### src/rtl/dma_mc_ctrl.sv
// Multi-channel DMA controller: per-channel descriptor register file, round-robin
// burst arbiter driving one shared address/valid beat stream, per-channel completion irqs.
module dma_mc_ctrl #(
    parameter int WIDTH    = 8,
    parameter int CHANNELS = 4,
    parameter int BURST    = 4
) (
    input  logic                        clk,
    input  logic                        arst_n,
    input  logic [WIDTH-1:0]            ctrl_data,
    input  logic [WIDTH-1:0]            ctrl_addr,
    input  logic                        ctrl_WR_en,
    input  logic                        ctrl_RD_en,
    input  logic                        bus_ready,
    output logic [WIDTH-1:0]            dma_txAdrr_out,
    output logic [WIDTH-1:0]            dma_rxAdrr_out,
    output logic                        Valid,
    output logic [$clog2(CHANNELS)-1:0] dma_ch,
    output logic                        dma_busy,
    output logic [WIDTH-1:0]            Rdata,
    output logic [CHANNELS-1:0]         irq_vec,
    output logic                        Interupt
);
    localparam int CW = $clog2(CHANNELS);
    localparam int BW = $clog2(BURST + 1);
    localparam logic [WIDTH-1:0] ADDR_BUSY = '1;
    localparam logic [WIDTH-1:0] ADDR_IRQ  = {{(WIDTH-1){1'b1}}, 1'b0};

    typedef enum logic [1:0] {IDLE, XFER, DONE} state_t;

    state_t              state_q;
    logic [WIDTH-1:0]    src_q [CHANNELS];
    logic [WIDTH-1:0]    dst_q [CHANNELS];
    logic [WIDTH-1:0]    len_q [CHANNELS];
    logic [CHANNELS-1:0] irq_en_q, pend_q, irqp_q;
    logic [CHANNELS-1:0] pend_d, irqp_d;
    logic [CW-1:0]       ch_q, ptr_q, arb_ch;
    logic [BW-1:0]       beat_q;
    logic                valid_q;
    logic [WIDTH-1:0]    tx_q, rx_q, rdata_q, rd_val;

    logic                ch_hit, wr_irq, xfer_fire;
    logic [1:0]          reg_sel;
    logic [CW-1:0]       ch_sel;
    logic [CHANNELS-1:0] wr_ch, active_vec, busy_vec, start_go, start_pend, start_zero;
    logic [CHANNELS-1:0] done_set, w1c;

    assign ch_hit    = (ctrl_addr >> (CW + 2)) == '0;
    assign reg_sel   = ctrl_addr[1:0];
    assign ch_sel    = ctrl_addr[CW+1:2];
    assign wr_irq    = ctrl_WR_en && (ctrl_addr == ADDR_IRQ);
    assign xfer_fire = (state_q == XFER) && bus_ready;

    // A channel is locked against descriptor writes from START until its DONE cycle ends.
    generate
        for (genvar gi = 0; gi < CHANNELS; gi++) begin : g_ch
            assign wr_ch[gi]      = ctrl_WR_en && ch_hit && (ch_sel == CW'(gi));
            assign active_vec[gi] = (state_q != IDLE) && (ch_q == CW'(gi));
            assign start_go[gi]   = wr_ch[gi] && (reg_sel == 2'd3) && ctrl_data[0] && !busy_vec[gi];
            assign start_pend[gi] = start_go[gi] && (len_q[gi] != '0);
            assign start_zero[gi] = start_go[gi] && (len_q[gi] == '0);
            assign done_set[gi]   = (state_q == DONE) && (ch_q == CW'(gi));
            if (gi < WIDTH) begin : g_w1c
                assign w1c[gi] = wr_irq && ctrl_data[gi];
            end else begin : g_now1c
                assign w1c[gi] = 1'b0;
            end
        end
    endgenerate

    assign busy_vec = pend_q | active_vec;
    assign pend_d   = (pend_q | start_pend) & ~done_set;
    assign irqp_d   = (irqp_q & ~w1c) | start_zero | done_set;

    always_comb begin
        arb_ch = ptr_q;
        for (int i = CHANNELS - 1; i >= 0; i--) begin
            if (pend_q[ptr_q + CW'(i)]) arb_ch = ptr_q + CW'(i);
        end
    end

    always_comb begin
        rd_val = '0;
        if (ch_hit) begin
            case (reg_sel)
                2'd0:    rd_val = src_q[ch_sel];
                2'd1:    rd_val = dst_q[ch_sel];
                2'd2:    rd_val = len_q[ch_sel];
                default: rd_val = WIDTH'({irq_en_q[ch_sel], 1'b0});
            endcase
        end else if (ctrl_addr == ADDR_BUSY) begin
            rd_val = WIDTH'(busy_vec);
        end else if (ctrl_addr == ADDR_IRQ) begin
            rd_val = WIDTH'(irqp_q);
        end
    end

    always_ff @(posedge clk or negedge arst_n) begin
        if (!arst_n) begin
            for (int c = 0; c < CHANNELS; c++) begin
                src_q[c] <= '0;
                dst_q[c] <= '0;
                len_q[c] <= '0;
            end
            irq_en_q <= '0;
            pend_q   <= '0;
            irqp_q   <= '0;
        end else begin
            for (int c = 0; c < CHANNELS; c++) begin
                if (xfer_fire && (ch_q == CW'(c))) begin
                    src_q[c] <= src_q[c] + WIDTH'(1);
                    dst_q[c] <= dst_q[c] + WIDTH'(1);
                    len_q[c] <= len_q[c] - WIDTH'(1);
                end else if (wr_ch[c] && !busy_vec[c]) begin
                    case (reg_sel)
                        2'd0:    src_q[c] <= ctrl_data;
                        2'd1:    dst_q[c] <= ctrl_data;
                        2'd2:    len_q[c] <= ctrl_data;
                        default: ;
                    endcase
                end
                if (wr_ch[c] && (reg_sel == 2'd3)) irq_en_q[c] <= ctrl_data[1];
            end
            pend_q <= pend_d;
            irqp_q <= irqp_d;
        end
    end

    // Address outputs track the live descriptor while Valid, and freeze on the final beat.
    always_ff @(posedge clk or negedge arst_n) begin
        if (!arst_n) begin
            state_q <= IDLE;
            ch_q    <= '0;
            ptr_q   <= '0;
            beat_q  <= '0;
            valid_q <= 1'b0;
            tx_q    <= '0;
            rx_q    <= '0;
        end else begin
            case (state_q)
                IDLE: begin
                    if (|pend_q) begin
                        ch_q    <= arb_ch;
                        beat_q  <= '0;
                        valid_q <= 1'b1;
                        tx_q    <= src_q[arb_ch];
                        rx_q    <= dst_q[arb_ch];
                        state_q <= XFER;
                    end
                end
                XFER: begin
                    if (bus_ready) begin
                        beat_q <= beat_q + BW'(1);
                        if (len_q[ch_q] == WIDTH'(1)) begin
                            valid_q <= 1'b0;
                            state_q <= DONE;
                        end else if (beat_q == BW'(BURST - 1)) begin
                            valid_q <= 1'b0;
                            ptr_q   <= ch_q + CW'(1);
                            state_q <= IDLE;
                        end else begin
                            tx_q <= src_q[ch_q] + WIDTH'(1);
                            rx_q <= dst_q[ch_q] + WIDTH'(1);
                        end
                    end
                end
                DONE: begin
                    ptr_q   <= ch_q + CW'(1);
                    state_q <= IDLE;
                end
                default: state_q <= IDLE;
            endcase
        end
    end

    always_ff @(posedge clk or negedge arst_n) begin
        if (!arst_n)         rdata_q <= '0;
        else if (ctrl_RD_en) rdata_q <= rd_val;
    end

    assign dma_txAdrr_out = tx_q;
    assign dma_rxAdrr_out = rx_q;
    assign Valid          = valid_q;
    assign dma_ch         = ch_q;
    assign dma_busy       = |busy_vec;
    assign Rdata          = rdata_q;
    assign irq_vec        = irqp_q & irq_en_q;
    assign Interupt       = |irq_vec;
endmodule

### config.mk
export PLATFORM = sky130hd
export DESIGN_NAME = dma_mc_ctrl
export DESIGN_NICKNAME = d
export VERILOG_FILES = /design/src/rtl/dma_mc_ctrl.sv
export SDC_FILE = /design/constraint.sdc
export NUM_CORES = 1
export LEC_CHECK = 0
export ABC_AREA = 1
export ABC_CLOCK_PERIOD_IN_PS = 2320
export CAP_MARGIN = 15
export CELL_PAD_IN_SITES_DETAIL_PLACEMENT = 1
export CELL_PAD_IN_SITES_GLOBAL_PLACEMENT = 1
export CORE_MARGIN = 3
export CORE_UTILIZATION = 44
export CTS_CLUSTER_DIAMETER = 150
export DETAILED_ROUTE_END_ITERATION = 16
export PLACE_DENSITY = 0.8
export SLEW_MARGIN = 20
export SYNTH_ARGS = -nofsm -noshare
export SYNTH_HDL_FRONTEND = slang
export SYNTH_SLANG_ARGS = --single-unit
### constraint.sdc
create_clock -name clk -period 2.32 [get_ports clk]
set_input_delay 0.464 -clock clk [delete_from_list [all_inputs] [get_ports clk]]
set_output_delay 0.464 -clock clk [all_outputs]
set_load 0.01 [all_outputs]
==> results.sh, run 1 <==
export IMPL_die_w_um=159
export IMPL_power_density_cell_area_mw_per_mm2=1420
export IMPL_vdd_drop_max_v=0.000589
export IMPL_path_buf_inv=5
export IMPL_multiInputGateArea_mm2=0.00592
export IMPL_wl_met2_um=20800
export IMPL_vias=12000
export IMPL_synth_cells=1522
export IMPL_vias_per_cell=6.04
export IMPL_finalSetupViolCount=1
export IMPL_synth_fp_nets=1567
export IMPL_skew_ns=0.0130
export IMPL_fillers=3023
export IMPL_final_nets=1706
export IMPL_wl_met3_um=3620
export IMPL_wl_per_cell_um=22.9
export IMPL_numPortBuffers=53
export IMPL_grt_max_degree=52
export IMPL_worst_slack_ns=-0.00664
export IMPL_avgSynthCellArea_um2=6.79
export IMPL_die_h_um=159
export IMPL_cap_viol_max_count=0
export IMPL_io_pins=54
export IMPL_seq_area_mm2=0.00356
export IMPL_finalNonFillerCells=1986
export IMPL_failed_checks="hold timing, setup timing"
export IMPL_synth_most_common_cell="nand2_1"
export IMPL_outcome="finished with violations"
export IMPL_synth_top_cells_by_count="nand2_1 (401), inv_1 (168), nand3_1 (149)"
export IMPL_num_antenna_cells=0
export IMPL_path_clk_slew_ns=0.07
export IMPL_cts_num_sinks=142
export IMPL_arrival_ns=1.86
export IMPL_cts_buffer_depth=2
export IMPL_cp_required_ns=1.86
export IMPL_synthArstFlopShare=1.00
export IMPL_wl_met1_um=19000
export IMPL_cp_end_kind="output pin"
export IMPL_synth_top_area_frac=0.344
export IMPL_critPathKind="reg -> out"
export IMPL_cts_tree="yes"
export IMPL_cp_top_family="buffers and inverters"
export IMPL_die_area_mm2=0.0254
export IMPL_core_mm2=0.0228
export IMPL_final_util=0.561
export IMPL_highest_layer="met4"
export IMPL_slew_headroom=0.621
export IMPL_route_detailed_drc=0
export IMPL_antenna_left=0
export IMPL_synth_largest_area_cell="dfrtp_1"
export IMPL_ys_flop_type="dfrtp_1"
export IMPL_hold_viol_final=12
export IMPL_numCtsBuffers=17
export IMPL_fmax_mhz=430
export IMPL_wl_um=45400
export IMPL_grt_pass1_wl_um=69600
export IMPL_drv_slew=0
export IMPL_final_min_clock_period_ns=2.33
export IMPL_crit_slowest_cell="dfrtp_2"
export IMPL_overflow=0
export IMPL_crit_fanout=4
export IMPL_dpl_cell_count=1946
export IMPL_drt_iter0_markers=1325
export IMPL_syn_area_mm2=0.0103
export IMPL_area_growth_synth_to_final_pct=24.1
export IMPL_cts_hold_buf=0
export IMPL_tightest_slew_ns=0.567
export IMPL_ys_types=41
export IMPL_htree_levels=4
export IMPL_rsz0062_at_grt="true"
export IMPL_start_kind="flop"
export IMPL_place_hpwl_um=34300
export IMPL_initial_core_util=0.452
export IMPL_critPathMaxStageDelay_ns=0.44
export IMPL_drive_gt1_frac=0.155
export IMPL_worst_hold_path_type="in -> async"
export IMPL_clk_latency_ns=0.44
export IMPL_synth_area_leaders="dfrtp_1 (34%), nand2_1 (15%), nand3_1 (7.2%)"
export IMPL_hold_ws_ns=-0.0201
export IMPL_rows=55
export IMPL_leakagePower_nw=5.96
export IMPL_gp_routability_congestion=0.986
export IMPL_final_min_period_over_clock_period=1.00
export IMPL_crit_top_cell="inv_1"
export IMPL_yosysSeqAreaShare=0.344
export IMPL_cts_root_buf="clkbuf_16"
export IMPL_grt_pass1_vias=12000
export IMPL_firstDrtPassIters=5
export IMPL_synth_seq_cells=142
export IMPL_yosys_warnings=0
export IMPL_track_usage=0.349
export IMPL_antenna_found_initial=0
export IMPL_crit_chain="buf_12 > inv_4 > ha_1 > inv_1 > o21ai_1 > inv_1 > nand4_1 > buf_2"
export IMPL_synth_edf_count=0
## cell type report
type,instances,area share
inverters,189,0.0561
repair buffers,173,0.125
clock inverters,12,0.0145
well taps,313,0.0306
flip-flops and latches,142,0.278
multi-input cells,1138,0.462
clock buffers,19,0.0346
## stage by stage
step                       TNS, ns  total power, mW  setup WS (ns)  area (um^2)  hold slack (ns)
after detailed placement     -6.21             14.3         -0.210        11900            0.459
final                     -0.00664             18.2       -0.00664        12800          -0.0201
after CTS                        0             17.5        0.00148        12600          0.00751
after floorplan                  0             10.2          0.220        10300            0.168
after global placement       -2.06             13.9         -0.150        11900            0.459
after global routing        -0.261             19.4         -0.134        12800           0.0171
## per-layer routing
metal  up-vias  GRT usage
li1       5422          -
met1      5942      0.473
met2       518      0.557
met3       122     0.0637
met4         0      0.137
met5         -          0
## cell usage in the layout (no fill, tap or decap), types with 3 or more instances in the layout
cell             count
nor2_1              97
dfrtp_2              3
nand3_1            142
clkdlybuf4s50_1     51
a22oi_1             22
o21ai_0             83
buf_6                5
inv_4                4
clkinvlp_4           3
nand2_4              4
clkbuf_16           18
ha_1                22
a21oi_2              3
o21ai_1             37
inv_1              165
inv_2               20
clkinv_4             3
o21ai_2             14
a21oi_1             98
buf_12              11
nor3_1              26
nand2_2              8
o211ai_1            31
a31oi_1             21
bufinv_16            4
o22ai_1             36
o221ai_1            11
nor2_2              14
nand4_1              9
nand3_2              8
or2_2                8
nand2_1            398
dfrtp_1            139
nor2_4              16
buf_4              102
o311ai_1            13
a22o_1               3
## flip-flops by register name, summed over array words and instances (netlist names)
| signal | cells |
|---|---|
| beat_q | 3 |
| dst_q | 32 |
| ptr_q | 2 |
| state_q | 2 |
| irq_en_q | 4 |
| Valid | 1 |
| dma_ch | 2 |
| irqp_q | 4 |
| Rdata | 8 |
| len_q | 32 |
| dma_rxAdrr_out | 8 |
| src_q | 32 |
| dma_txAdrr_out | 8 |
| pend_q | 4 |
## worst paths after layout
check / startpoint / endpoint / slack, ns / cells after the start
worst min register to register: dma_txAdrr_out[1]$_DFFE_PN0P_ / dma_txAdrr_out[1]$_DFFE_PN0P_ / 0.48 / 2
worst min-delay path: arst_n / state_q[0]$_DFFE_PN0P_ / -0.02 / 1
worst max-delay path: dma_ch[0]$_DFFE_PN0P_ / dma_busy / -0.007 / 8
min in group clk: dma_txAdrr_out[1]$_DFFE_PN0P_ / dma_txAdrr_out[1]$_DFFE_PN0P_ / 0.48 / 2
max in group asynchronous: arst_n / dma_ch[1]$_DFFE_PN0P_ / 1.61 / 2
worst max register to register: ptr_q[0]$_DFFE_PN0P_ / dma_rxAdrr_out[6]$_DFFE_PN0P_ / 0.03 / 14
## report_power, final
part	switching (mW)	internal [mW]	leakage [nW]	total, mW
logic	7.04	3.67	3.87	10.7
clock network	1.24	1.84	0.296	3.08
registers	1.06	3.39	1.80	4.45
## what timing repair did
item	4_1_cts	5_1_grt
resized for setup	8	47
endpoints found under the setup margin	22	42
cloned	0	1
pin swaps	0	5
buffers inserted	3	6
## cell families (layout without fill, tap and decap cells)
family / after synthesis / after routing / share of synthesized area
adders and majority gates: 24 / 24 / 0.0291
buffers and inverters: 242 / 393 / 0.0953
DFF: 142 / 142 / 0.344
and+or+nand+nor: 736 / 736 / 0.314
xor gates and xnor gates: 2 / 2 / 0.00170
AOI/OAI and AO/OA: 376 / 376 / 0.216
Power figures use the tool's default switching activity.
==> inputs of run 2 (changes only) <==
Settings changed: CTS_CLUSTER_DIAMETER 150 to 120, GPL_TIMING_DRIVEN set to 0.
==> results.sh, run 2 (synthesis gave the netlist of run 1 again) <==
export IMPL_final_common_cell="nand2_1"
export IMPL_finalNonFillerCells=1949
export IMPL_initial_core_util=0.452
export IMPL_power_density_cell_area_mw_per_mm2=1450
export IMPL_drt_iter0_markers=1200
export IMPL_critPathKind="reg -> out"
export IMPL_final_cell_mix="nand2_1 (390), inv_1 (158), nand3_1 (144)"
export IMPL_die_w_um=159
export IMPL_area_growth_synth_to_final_pct=20.8
export IMPL_worst_hold_path_type="reg -> reg"
export IMPL_firstDrtPassIters=5
export IMPL_tightest_slew_ns=0.699
export IMPL_fin_setup_tns_ns=-0.0305
export IMPL_crit_fanout=8
export IMPL_cts_num_sinks=142
export IMPL_place_hpwl_um=34400
export IMPL_die_h_um=159
export IMPL_core_mm2=0.0228
export IMPL_arrival_ns=1.89
export IMPL_final_min_clock_period_ns=2.35
export IMPL_dpl_cell_count=1889
export IMPL_total_power_mw=18.1
export IMPL_cap_viol_max_count=0
export IMPL_skew_ns=0.0114
export IMPL_vdd_drop_max_v=0.000563
export IMPL_htree_levels=4
export IMPL_final_util=0.546
export IMPL_vias=11900
export IMPL_final_area_mm2=0.0125
export IMPL_cts_tree="yes"
export IMPL_cts_buffer_depth=2
export IMPL_rows=55
export IMPL_cp_required_ns=1.86
export IMPL_fillers=2983
export IMPL_hold_viol_final=0
export IMPL_final_nets=1668
export IMPL_outcome="finished with violations"
export IMPL_antenna_left=0
export IMPL_pre_cts_slack_ns=-0.804
export IMPL_io_pins=54
export IMPL_rsz0062_at_grt="true"
export IMPL_failed_checks="setup timing"
export IMPL_track_usage=0.349
export IMPL_slew_headroom=0.534
export IMPL_wl_per_cell_um=23.5
export IMPL_grt_max_degree=80
export IMPL_route_detailed_drc=0
export IMPL_numCtsBuffers=17
export IMPL_final_min_period_over_clock_period=1.01
export IMPL_place_area_mm2=0.0113
export IMPL_cts_root_buf="clkbuf_16"
export IMPL_numPortBuffers=53
export IMPL_antenna_found_initial=0
export IMPL_grt_pass1_vias=11600
export IMPL_gp_routability_congestion=0.965
export IMPL_leakagePower_nw=5.71
export IMPL_clk_latency_ns=0.44
export IMPL_drive_gt1_frac=0.142
export IMPL_hold_ws_ns=0.482
export IMPL_start_kind="flop"
export IMPL_grt_pass1_wl_um=68700
export IMPL_die_area_mm2=0.0254
export IMPL_finalSetupViolCount=1
export IMPL_overflow=0
export IMPL_worst_slack_ns=-0.0305
export IMPL_wl_um=45700
export IMPL_cp_end_kind="output pin"
export IMPL_path_clk_slew_ns=0.07
export IMPL_top_regs="dst_q: 32 flops, len_q: 32 flops, src_q: 32 flops"
export IMPL_drv_slew=0
export IMPL_fmax_mhz=425
export IMPL_vias_per_cell=6.13
==> run 2: worst paths after layout <==
check                      depth (start not counted)  slack [ns]                   from                    end
setup reg to reg                                  15        0.01  dma_ch[0]$_DFFE_PN0P_   dst_q[9]$_DFFE_PN0P_
min in group asynchronous                          2        0.55                 arst_n  beat_q[2]$_DFFE_PN0P_
setup / recovery                                   9       -0.03  dma_ch[0]$_DFFE_PN0P_               dma_busy
hold reg to reg                                    2        0.48  beat_q[1]$_DFFE_PN0P_  beat_q[1]$_DFFE_PN0P_
hold / removal                                     2        0.48  beat_q[1]$_DFFE_PN0P_  beat_q[1]$_DFFE_PN0P_
max in group asynchronous                          3        0.95                 arst_n  len_q[27]$_DFFE_PN0P_
==> run 2: layout make-up <==
class | count | area (um^2) | share of cell area
flip-flops and latches | 142 | 3560 | 0.285
well taps | 313 | 392 | 0.0314
diodes | 1 | 2.50 | 0.000200
repair buffers | 82 | 793 | 0.0636
clock inverters | 13 | 155 | 0.0124
clock buffers | 18 | 439 | 0.0352
plain buffers | 53 | 378 | 0.0303
inverters | 189 | 733 | 0.0587
multi-input cells | 1138 | 6030 | 0.483
==> run 2: critical path, stage by stage, from the launching register on <==
cell and delay [ns]:
dfrtp_2 0.46, buf_8 0.16, inv_8 0.08, buf_12 0.13, ha_4 0.13, inv_2 0.05, o21ai_1 0.11, inv_1 0.08
nand4_1 0.10, buf_2 0.13
==> run 2: routing by layer <==
layer	up-vias	part of all wire	track usage
met4	0	0.053	0.164
met3	126	0.084	0.0674
met5	-	0	0
met2	501	0.44	0.536
met1	5949	0.42	0.477
li1	5368	-	-
==> run 2: power breakdown <==
part | total, mW | internal [mW] | switching, mW
logic | 10.5 | 3.57 | 6.94
clock network | 2.92 | 1.63 | 1.28
registers | 4.72 | 3.38 | 1.33
==> run 2: timing repair <==
action	4_1_cts	5_1_grt
hold buffers	1	0
gates cloned	0	2
hold endpoints to repair	7	0
pin swaps	4	14
resized for setup	55	85
setup endpoints to repair	112	107
buffers inserted	13	12
==> inputs of run 3 (changes only) <==
Settings changed: CORE_MARGIN 3 to 2.
==> results.sh, run 3 (synthesis gave the netlist of run 1 again) <==
export IMPL_outcome="finished with violations"
export IMPL_failed_checks="setup timing"
export IMPL_crit_fanout=8
export IMPL_fmax_mhz=424
export IMPL_switching_share=0.527
export IMPL_final_min_period_over_clock_period=1.02
export IMPL_worst_slack_ns=-0.0401
export IMPL_rr_worst_depth=14
export IMPL_vias=11900
export IMPL_drt_iter0_markers=1229
export IMPL_numCtsBuffers=17
export IMPL_final_util=0.538
export IMPL_firstDrtPassIters=5
export IMPL_fillers=3044
export IMPL_io_pins=54
export IMPL_slew_headroom=0.553
export IMPL_grt_pass1_vias=11700
export IMPL_route_detailed_drc=0
export IMPL_leakagePower_nw=5.73
export IMPL_numPortBuffers=53
export IMPL_die_area_mm2=0.0247
export IMPL_wl_per_cell_um=23.2
export IMPL_path_clk_slew_ns=0.07
export IMPL_hold_viol_final=0
export IMPL_p_switching_mw=9.62
export IMPL_area_growth_synth_to_final_pct=21.1
export IMPL_start_kind="flop"
export IMPL_cp_top_family="buffers and inverters"
export IMPL_power_density_cell_area_mw_per_mm2=1460
export IMPL_drive_gt1_frac=0.140
export IMPL_antenna_found_initial=1
export IMPL_skew_ns=0.0111
export IMPL_gp_routability_congestion=0.960
export IMPL_pwr_share_clk=0.156
export IMPL_vias_per_cell=6.08
export IMPL_hold_ws_ns=0.483
export IMPL_whs_path_depth=2
export IMPL_p_int_mw=8.64
export IMPL_clk_latency_ns=0.44
export IMPL_die_w_um=157
export IMPL_initial_core_util=0.444
export IMPL_cp_end_kind="output pin"
export IMPL_final_area_mm2=0.0125
export IMPL_critPathMaxStageDelay_ns=0.43
export IMPL_path_buf_inv=6
export IMPL_grt_pass1_wl_um=68300
export IMPL_path_depth=9
export IMPL_cts_root_buf="clkbuf_16"
export IMPL_grt_max_degree=92
export IMPL_final_min_clock_period_ns=2.36
export IMPL_rsz0062_at_grt="true"
export IMPL_total_power_mw=18.3
export IMPL_place_area_mm2=0.0113
export IMPL_crit_slowest_cell="dfrtp_2"
export IMPL_cp_required_ns=1.86
export IMPL_cap_viol_max_count=0
export IMPL_track_usage=0.369
export IMPL_arrival_ns=1.90
export IMPL_cts_buffer_depth=2
export IMPL_place_hpwl_um=34300
export IMPL_critPathKind="reg -> out"
export IMPL_drv_slew=0
export IMPL_vdd_drop_max_v=0.000583
export IMPL_die_h_um=157
export IMPL_crit_top_cell="buf_8"
export IMPL_num_antenna_cells=0
export IMPL_overflow=0
export IMPL_antenna_left=0
export IMPL_combPwrFrac=0.586
export IMPL_final_nets=1671
export IMPL_core_mm2=0.0233
export IMPL_worst_hold_path_type="reg -> reg"
export IMPL_cts_tree="yes"
export IMPL_top_regs="dst_q: 32 flops, len_q: 32 flops, src_q: 32 flops"
export IMPL_crit_chain="buf_8 > clkinv_8 > buf_8 > ha_4 > inv_4 > o21ai_2 > inv_1 > nand4_1 > buf_2"
export IMPL_wl_um=45400
export IMPL_htree_levels=4
export IMPL_final_cell_mix="nand2_1 (392), inv_1 (162), dfrtp_1 (140), nand3_1 (140), a21oi_1 (99)"
export IMPL_tightest_slew_ns=0.671
export IMPL_final_common_cell="nand2_1"
export IMPL_fin_setup_tns_ns=-0.0529
export IMPL_cts_num_sinks=142
export IMPL_seqPwrFrac=0.258
export IMPL_rows=56
export IMPL_finalSetupViolCount=2
-- run 3: cell type report --
type                    instances  area [um^2]  share of cell area
multi-input cells            1138         6030               0.482
repair buffers                 85          830              0.0663
plain buffers                  53          372              0.0297
flip-flops and latches        142         3560               0.284
clock inverters                12          126              0.0101
well taps                     319          399              0.0319
clock buffers                  20          457              0.0365
inverters                     189          742              0.0593
-- run 3: layer usage --
metal | track usage | routed length, um | vias to the layer above
li1 | - | - | 5355
met1 | 0.505 | 19000 | 5896
met2 | 0.570 | 20600 | 538
met3 | 0.0631 | 3790 | 110
met4 | 0.166 | 1980 | 2
met5 | 0 | 12 | -
-- run 3: worst register-to-register path, delay by kind of cell, from the launching register on --
family / cells / cell delay, ns
buffers and inverters: 5 / 0.77
AOI/OAI and AO/OA: 3 / 0.42
and+or+nand+nor: 6 / 0.66
DFF: 1 / 0.43
-- run 3: timing repair --
| action | 4_1_cts | 5_1_grt |
|---|---|---|
| cloned | 0 | 1 |
| setup buffers | 13 | 16 |
| pin swaps | 7 | 14 |
| endpoints found under the setup margin | 114 | 100 |
| hold buffers | 1 | 0 |
| resized for setup | 45 | 88 |
| hold endpoints to repair | 51 | 0 |
-- run 3: power groups by stage --
stage          sequential [mW]  combinational (mW)  clock, mW
5_1_grt                   4.78                11.7       2.96
3_3_place_gp              4.63                8.84          0
3_5_place_dp              4.66                9.11          0
6_report                  4.71                10.7       2.85
4_1_cts                   4.60                9.55       2.86
2_1_floorplan             4.19                6.04          0
-- run 3: path summary, 6_finish.rpt --
check / from / end / slack, ns
setup / recovery: dma_ch[0]$_DFFE_PN0P_ / dma_busy / -0.04
hold / removal: dma_txAdrr_out[1]$_DFFE_PN0P_ / dma_txAdrr_out[1]$_DFFE_PN0P_ / 0.48
setup reg to reg: dma_ch[1]$_DFFE_PN0P_ / dma_rxAdrr_out[7]$_DFFE_PN0P_ / -0.01
hold reg to reg: dma_txAdrr_out[1]$_DFFE_PN0P_ / dma_txAdrr_out[1]$_DFFE_PN0P_ / 0.48
max in group asynchronous: arst_n / dst_q[22]$_DFFE_PN0P_ / 0.94
min in group asynchronous: arst_n / Valid$_DFFE_PN0P_ / 0.52
-- run 3: per-stage QoR --
| step | std cells | setup WS [ns] |
|---|---|---|
| finish | 1958 | -0.0401 |
| global route | 1958 | -0.107 |
| CTS | 1941 | -0.0841 |
| detailed placement | 1895 | -0.775 |
| global placement | 1894 | -5.42 |
| floorplan | 1522 | 0.220 |
